<file path="config.mk">
export PLATFORM = sky130hd
export DESIGN_NAME = vblank_access_arbiter
export DESIGN_NICKNAME = d
export VERILOG_FILES = /design/src/rtl/vblank_access_arbiter.sv
export SDC_FILE = /design/constraint.sdc
export NUM_CORES = 1
export LEC_CHECK = 0
export CORE_ASPECT_RATIO = 0.8
export CORE_UTILIZATION = 53
export CTS_CLUSTER_SIZE = 30
export DETAILED_ROUTE_END_ITERATION = 16
export PLACE_DENSITY = 0.81
export SYNTH_ARGS = -nofsm -noshare
export SYNTH_HDL_FRONTEND = slang
export SYNTH_SLANG_ARGS = --single-unit
export TNS_END_PERCENT = 1
</file>
<file path="constraint.sdc">
create_clock -name clk -period 4.7 [get_ports clk]
set_input_delay 1.41 -clock clk [delete_from_list [all_inputs] [get_ports clk]]
set_output_delay 1.41 -clock clk [all_outputs]
set_load 0.02 [all_outputs]
</file>
<file path="src/rtl/vblank_access_arbiter.sv">
// Round-robin time-slicing of a shared memory bus among NUM_CLIENTS requesters during vertical blanking.
// ce/busy/slot_done are registered; a request seen in SCAN gets its ce one cycle later.
module vblank_access_arbiter #(
   parameter int NUM_CLIENTS  = 4,
   parameter int SLOT_CYCLES  = 4752,
   parameter int CNT_W        = 13,
   parameter int POS_W        = 10,
   parameter int VBLANK_START = 480
)(
   input  logic                           clk,
   input  logic                           reset,
   input  logic [POS_W-1:0]               shpos,
   input  logic [POS_W-1:0]               svpos,
   input  logic [NUM_CLIENTS-1:0]         req,
   output logic [NUM_CLIENTS-1:0]         ce,
   output logic [$clog2(NUM_CLIENTS)-1:0] grant_idx,
   output logic                           busy,
   output logic                           slot_done
);

   localparam int IDX_W = $clog2(NUM_CLIENTS);

   typedef enum logic [1:0] {IDLE, SCAN, ACTIVE} state_t;

   state_t                 state, state_nxt;
   logic [CNT_W-1:0]       cnt, cnt_nxt;
   logic [IDX_W-1:0]       last, last_nxt, grant_nxt, pick_idx;
   logic [NUM_CLIENTS-1:0] ce_nxt;
   logic                   busy_nxt, done_nxt, vblank, pick_vld, slot_end;
   logic                   unused_shpos;

   assign unused_shpos = ^shpos;
   assign vblank       = (svpos >= POS_W'(VBLANK_START));
   assign pick_vld     = |req;
   assign slot_end     = (cnt == CNT_W'(SLOT_CYCLES - 1)) || !req[grant_idx];

   // Walk downward so the candidate nearest after last is the one that sticks.
   always_comb begin
      logic [IDX_W-1:0] cand;
      cand     = '0;
      pick_idx = '0;
      for (int k = NUM_CLIENTS; k >= 1; k--) begin
         cand = IDX_W'((int'(last) + k) % NUM_CLIENTS);
         if (req[cand]) pick_idx = cand;
      end
   end

   always_comb begin
      state_nxt = state;
      ce_nxt    = ce;
      grant_nxt = grant_idx;
      busy_nxt  = busy;
      done_nxt  = 1'b0;
      cnt_nxt   = cnt;
      last_nxt  = last;
      unique case (state)
         IDLE: begin
            ce_nxt   = '0;
            busy_nxt = 1'b0;
            cnt_nxt  = '0;
            if (vblank) state_nxt = SCAN;
         end
         SCAN: begin
            ce_nxt   = '0;
            busy_nxt = 1'b0;
            if (!vblank) begin
               state_nxt = IDLE;
            end else if (pick_vld) begin
               ce_nxt    = NUM_CLIENTS'(1) << pick_idx;
               grant_nxt = pick_idx;
               busy_nxt  = 1'b1;
               cnt_nxt   = '0;
               state_nxt = ACTIVE;
            end
         end
         ACTIVE: begin
            // Leaving vblank wins over a coincident slot end: abort, no pulse.
            if (!vblank) begin
               state_nxt = IDLE;
               ce_nxt    = '0;
               busy_nxt  = 1'b0;
               cnt_nxt   = '0;
               last_nxt  = grant_idx;
            end else if (slot_end) begin
               state_nxt = SCAN;
               ce_nxt    = '0;
               busy_nxt  = 1'b0;
               done_nxt  = 1'b1;
               cnt_nxt   = '0;
               last_nxt  = grant_idx;
            end else begin
               cnt_nxt = cnt + CNT_W'(1);
            end
         end
         default: state_nxt = IDLE;
      endcase
   end

   always_ff @(posedge clk or posedge reset) begin
      if (reset) begin
         state     <= IDLE;
         ce        <= '0;
         grant_idx <= '0;
         busy      <= 1'b0;
         slot_done <= 1'b0;
         cnt       <= '0;
         last      <= IDX_W'(NUM_CLIENTS - 1);
      end else begin
         state     <= state_nxt;
         ce        <= ce_nxt;
         grant_idx <= grant_nxt;
         busy      <= busy_nxt;
         slot_done <= done_nxt;
         cnt       <= cnt_nxt;
         last      <= last_nxt;
      end
   end

endmodule

</file>
## Yosys cells after proc, flatten, opt, wreduce, memory -nomap -nowiden

Cells that the tools add are included.
W data, S select, Z words.

| storage, ports and cells | value |
|---|---|
| memory bits (read-only) | 0 |
| memory bits (writable) | 0 |
| register bits | 25 |
| bits of input ports | 26 |
| logic and storage cells | 78 |
| memories | 0 |
| output and inout port bits | 8 |
| latch bits | 0 |

| cells by class | value |
|---|---|
| magnitude comparators | 6 |
| shift operators | 1 |
| $mul | 0 |
| bitwise operators | 0 |
| div/mod/pow operators | 0 |
| add/subtract/negate cells | 5 |
| muxes and demuxes | 40 |
| equal/unequal tests | 9 |
| reductions and logical operators | 10 |

Operators with widths:

| cell | count |
|---|---|
| $mux W13 | 4 |
| $pmux W13 S3 | 1 |
| $mux W2 | 11 |
| $mux W4 | 4 |
| $lt A2 B3 Y1 const B | 5 |
| $add A13 B1 Y13 const B | 1 |
| $eq A13 B13 Y1 const B | 1 |
| $mux W1 | 12 |
| $pmux W4 S3 | 1 |
| $bmux W1 S2 | 5 |
| $ge A10 B9 Y1 const B | 1 |
| $reduce_and A3 Y1 | 3 |
| $ne A2 B2 Y1 const B | 3 |
| $ne A3 B3 Y1 const B | 2 |
| $pmux W2 S3 | 1 |
| $add A2 B1 Y2 const B | 2 |
| $add A2 B2 Y2 const B | 2 |
| $reduce_and A2 Y1 | 2 |
| $reduce_or A4 Y1 | 1 |
| $shl A1 B2 Y4 const A | 1 |
| $pmux W1 S3 | 1 |
| $reduce_bool A3 Y1 | 1 |
| $eq A2 B1 Y1 const B | 1 |
| $eq A2 B2 Y1 const B | 1 |
| 4 further kinds | 4 |

## Longest topological paths before layout

| depth | value |
|---|---|
| depth after elaboration | 11 |
| depth in mapped cells | 5 |

## Worst setup path before layout

Ideal clock, no wire load.

| path | value |
|---|---|
| kind | in2reg |
| start point | input req[3] |
| end point | register cnt[3] |
| required time | 4.579 ns |
| arrival time | 2.604 ns |
| slack | 1.975 ns |
| stages on the path | 5 |
| buffers on the path | 1 |
| cell sequence | mux4_2 > and3_1 > buf_2 > a31o_1 > a22o_1 |

| on the way | value |
|---|---|
| cells in the longest elaborated chain, start to end | 7 |
| elaborated cells between the ends (all ways) | 10 |

RTL lines:

| what | line | source |
|---|---|---|
| from (decl) | 14 | `input logic [NUM_CLIENTS-1:0] req,` |
| $bmux W1 S2 | 35 | `assign slot_end = (cnt == CNT_W'(SLOT_CYCLES - 1)) \|\| !req[grant_idx];` |
| $mux W1 (not written as such) | 35 |  |
| $logic_not A1 Y1 | 35 |  |
| $logic_or A1 B1 Y1 | 35 |  |
| $mux W13 | 84 | `end else if (slot_end) begin` |
| $mux W13 | 78 | `if (!vblank) begin` |
| $pmux W13 S3 | 56 | `unique case (state)` |
| to (signal assigned) | 114 | `cnt <= cnt_nxt;` |
| to (decl) | 26 | `logic [CNT_W-1:0] cnt, cnt_nxt;` |

Several ways; a longest one is shown, not always the timed one. The select of a mux whose other input is x is not followed.
A chain may end at the register's enable or synchronous reset.

## Worst setup path after layout

| path | value |
|---|---|
| start point | input req[3] |
| end point | register cnt[7] |

The elaborated chain is that of the path after synthesis.

==> flow_summary.ini <==
[outcome]
status = finished clean

[yosys]
ys_seq_elements = 25
synth_compound_area_share_pct = 22.2
synth_ff_type = dfrtp_1
syn_avg_cell_area_um2 = 10.1
yosys.area_share.simple_pct = 24.9
synth_edf_count = 0
synth_xor_area_share_pct = 1.23
yosys_warnings = 0
synthAdderAreaFrac_pct = 0.876
synthMuxAreaShare_pct = 4.65
yosys.area.top_type = dfrtp_1
syn_inst = 142
synthArstFlopShare_pct = 100
netlist_area_um2 = 1430
synth_top_area_share_pct = 40.3
yosysUniqueCellTypes = 55
synth_fp_nets = 169
synth_top_family_by_area = simple AND/OR/NAND/NOR gates
ys_seq_area_share_pct = 44.0
yosys-top-cells-area = dfrtp_1, dfstp_2, nand3_1, nand2_1, a22o_1
yosysMostFrequentCell = dfrtp_1
synthTopCellsByCount = dfrtp_1, nand2_1, nand3_1

[sta]
period_minus_slack_ps = 3060
finalHoldViolations = 0
post-route-period-util_pct = 65.2
worst_pin_slew_ps = 923
rsz0062_at_grt = false
worst_clock_skew_ps = 2.71
slew_viol_final = 0
max_slew_margin_pct = 38.4
tns_ps = 0
finalSetupViolCount = 0
max_freq_ghz = 0.326

[pwr]
p_per_area_nw_per_um2 = 337
swShare_pct = 34.6
ir_drop_v = 0.000261
p_clk_share_pct = 17.9
cellLeakagePower_uw = 0.000679
total_power_uw = 564
internal-power_uw = 369
p_sw_uw = 195
seqPwrFrac_pct = 49.6
power_frac_comb_pct = 32.5

[critical_path]
rrSetupSlack_ps = 2790
worstPathRequired_ps = 4930
crit_path_max_fanout = 8
cp.arrival_ps = 3300
cp-start-kind = input port
path_class = in -> reg
crit_path_end_kind = register

[die]
die_height_um = 48.4
num_rows = 16
die-area_um2 = 2910
die_x_um = 60.0
io_pins = 34
start_util_pct = 57.0
coreArea_um2 = 2500

[grt]
antenna_found_initial = 0
grt_max_degree = 26
first_global_vias = 1166
grt_usage_pct = 24.8
grt_pass1_wl_um = 5430
grt.overflow.total = 0

[finish]
antennaDiodeCount = 0
drive_gt1_share_pct = 8.07
stdcell_count = 197
syn2layout_area_growth_pct = 17.0
nNetsFinal = 189
fillers = 194

[route]
vias = 1265
drtPass1Iterations = 4
routed_wirelength_um = 3120
ant_nets = 0
drt_iter0_markers = 65
drc = 0
viasPerCell = 6.42
post_drt_wl_per_cell_um = 15.9

[hold_path]
min_path_type = reg -> reg

[clocking]
cts_buffers = 3
ctsRootBufferMaster = clkbuf_4
clk_pin_slew_worst_paths_ps = 140
cts_tree = done
insertion_delay_ps = 330
cts_buffer_depth = 2
htreeDepth = 1
post_cts_buffers = 0
hold_buffers = 0
cts_resized = 0
cts.sink_count = 25

[job]
cap_violations = 0

[placed_design]
portBuffers = 18
dpl.cell_count = 193
hpwl_um = 2310
place.gp.congestion = 0.883
path summary, 6_finish.rpt:
path	from	endpoint	cells past startpoint
setup / recovery	req[3]	cnt[7]	5
hold / removal	busy	busy	1
setup reg to reg	grant_idx[0]	cnt[7]	4
hold reg to reg	busy	busy	1
max in group asynchronous	reset	cnt[5]	2
min in group asynchronous	reset	busy	2
worst max-delay path, stage by stage:
cell             delay (ps)
clkdlybuf4s50_1         520
mux4_2                  580
nand3_1                 310
nor2_1                  150
a221o_1                 330
cells in the final DEF (no fill, tap or decap), drive strengths merged, types with 4 or more instances in the layout:
master	count
o21ai	10
nor3	5
clkdlybuf4s50	18
nand4	5
dfrtp	23
inv	5
and3	4
nor2	5
nand3	9
a21o	4
nand2b	4
nand2	11
a22o	4
metrics by stage:
step	hold slack [ps]	utilization, %	area [um^2]	setup slack (ps)
6_report	501	66.8	1670	1640
3_3_place_gp	464	65.6	1640	1340
4_1_cts	508	66.8	1670	1650
2_1_floorplan	508	-	1430	1970
3_5_place_dp	470	65.6	1640	1290
5_1_grt	540	66.8	1670	1570
cells by family (layout without fill, tap and decap cells):
group | Yosys count | count (layout)
mux | 5 | 5
compound gates | 40 | 40
buf+inv | 8 | 27
flops | 25 | 25
fa+ha+maj | 1 | 1
simple gates | 61 | 61
xor+xnor | 2 | 2
power by group through the flow:
stage	Clock, uW	Combinational [uW]	Sequential, uW
after global routing	111	201	285
final	101	183	280
after global placement	0	178	280
after detailed placement	0	183	284
after CTS	103	183	279
after floorplan	0	103	294
sequential cells by signal, indices dropped and copies added (netlist names):
name       cells
cnt           13
ce             4
grant_idx      2
last           2
state          2
busy           1
slot_done      1
per-layer routing:
metal,track usage [%],part of all wire (%),wire length (um)
met3,5.61,6.3,198
met5,0,0,0
met1,37.6,48,1500
met2,37.0,45,1410
met4,3.88,0.48,15
layout make-up:
type                       instances  area (um^2)  share of cell area (%)
timing repair buffer              18          180                    10.8
inverter                           5         18.8                    1.12
sequential                        25          628                    37.6
multi-input combinational        109          768                    46.0
tap                               36         45.0                    2.70
clock inverter                     1         7.51                   0.449
clock buffer                       3         22.5                    1.35
(Power assumes the default switching activity.)
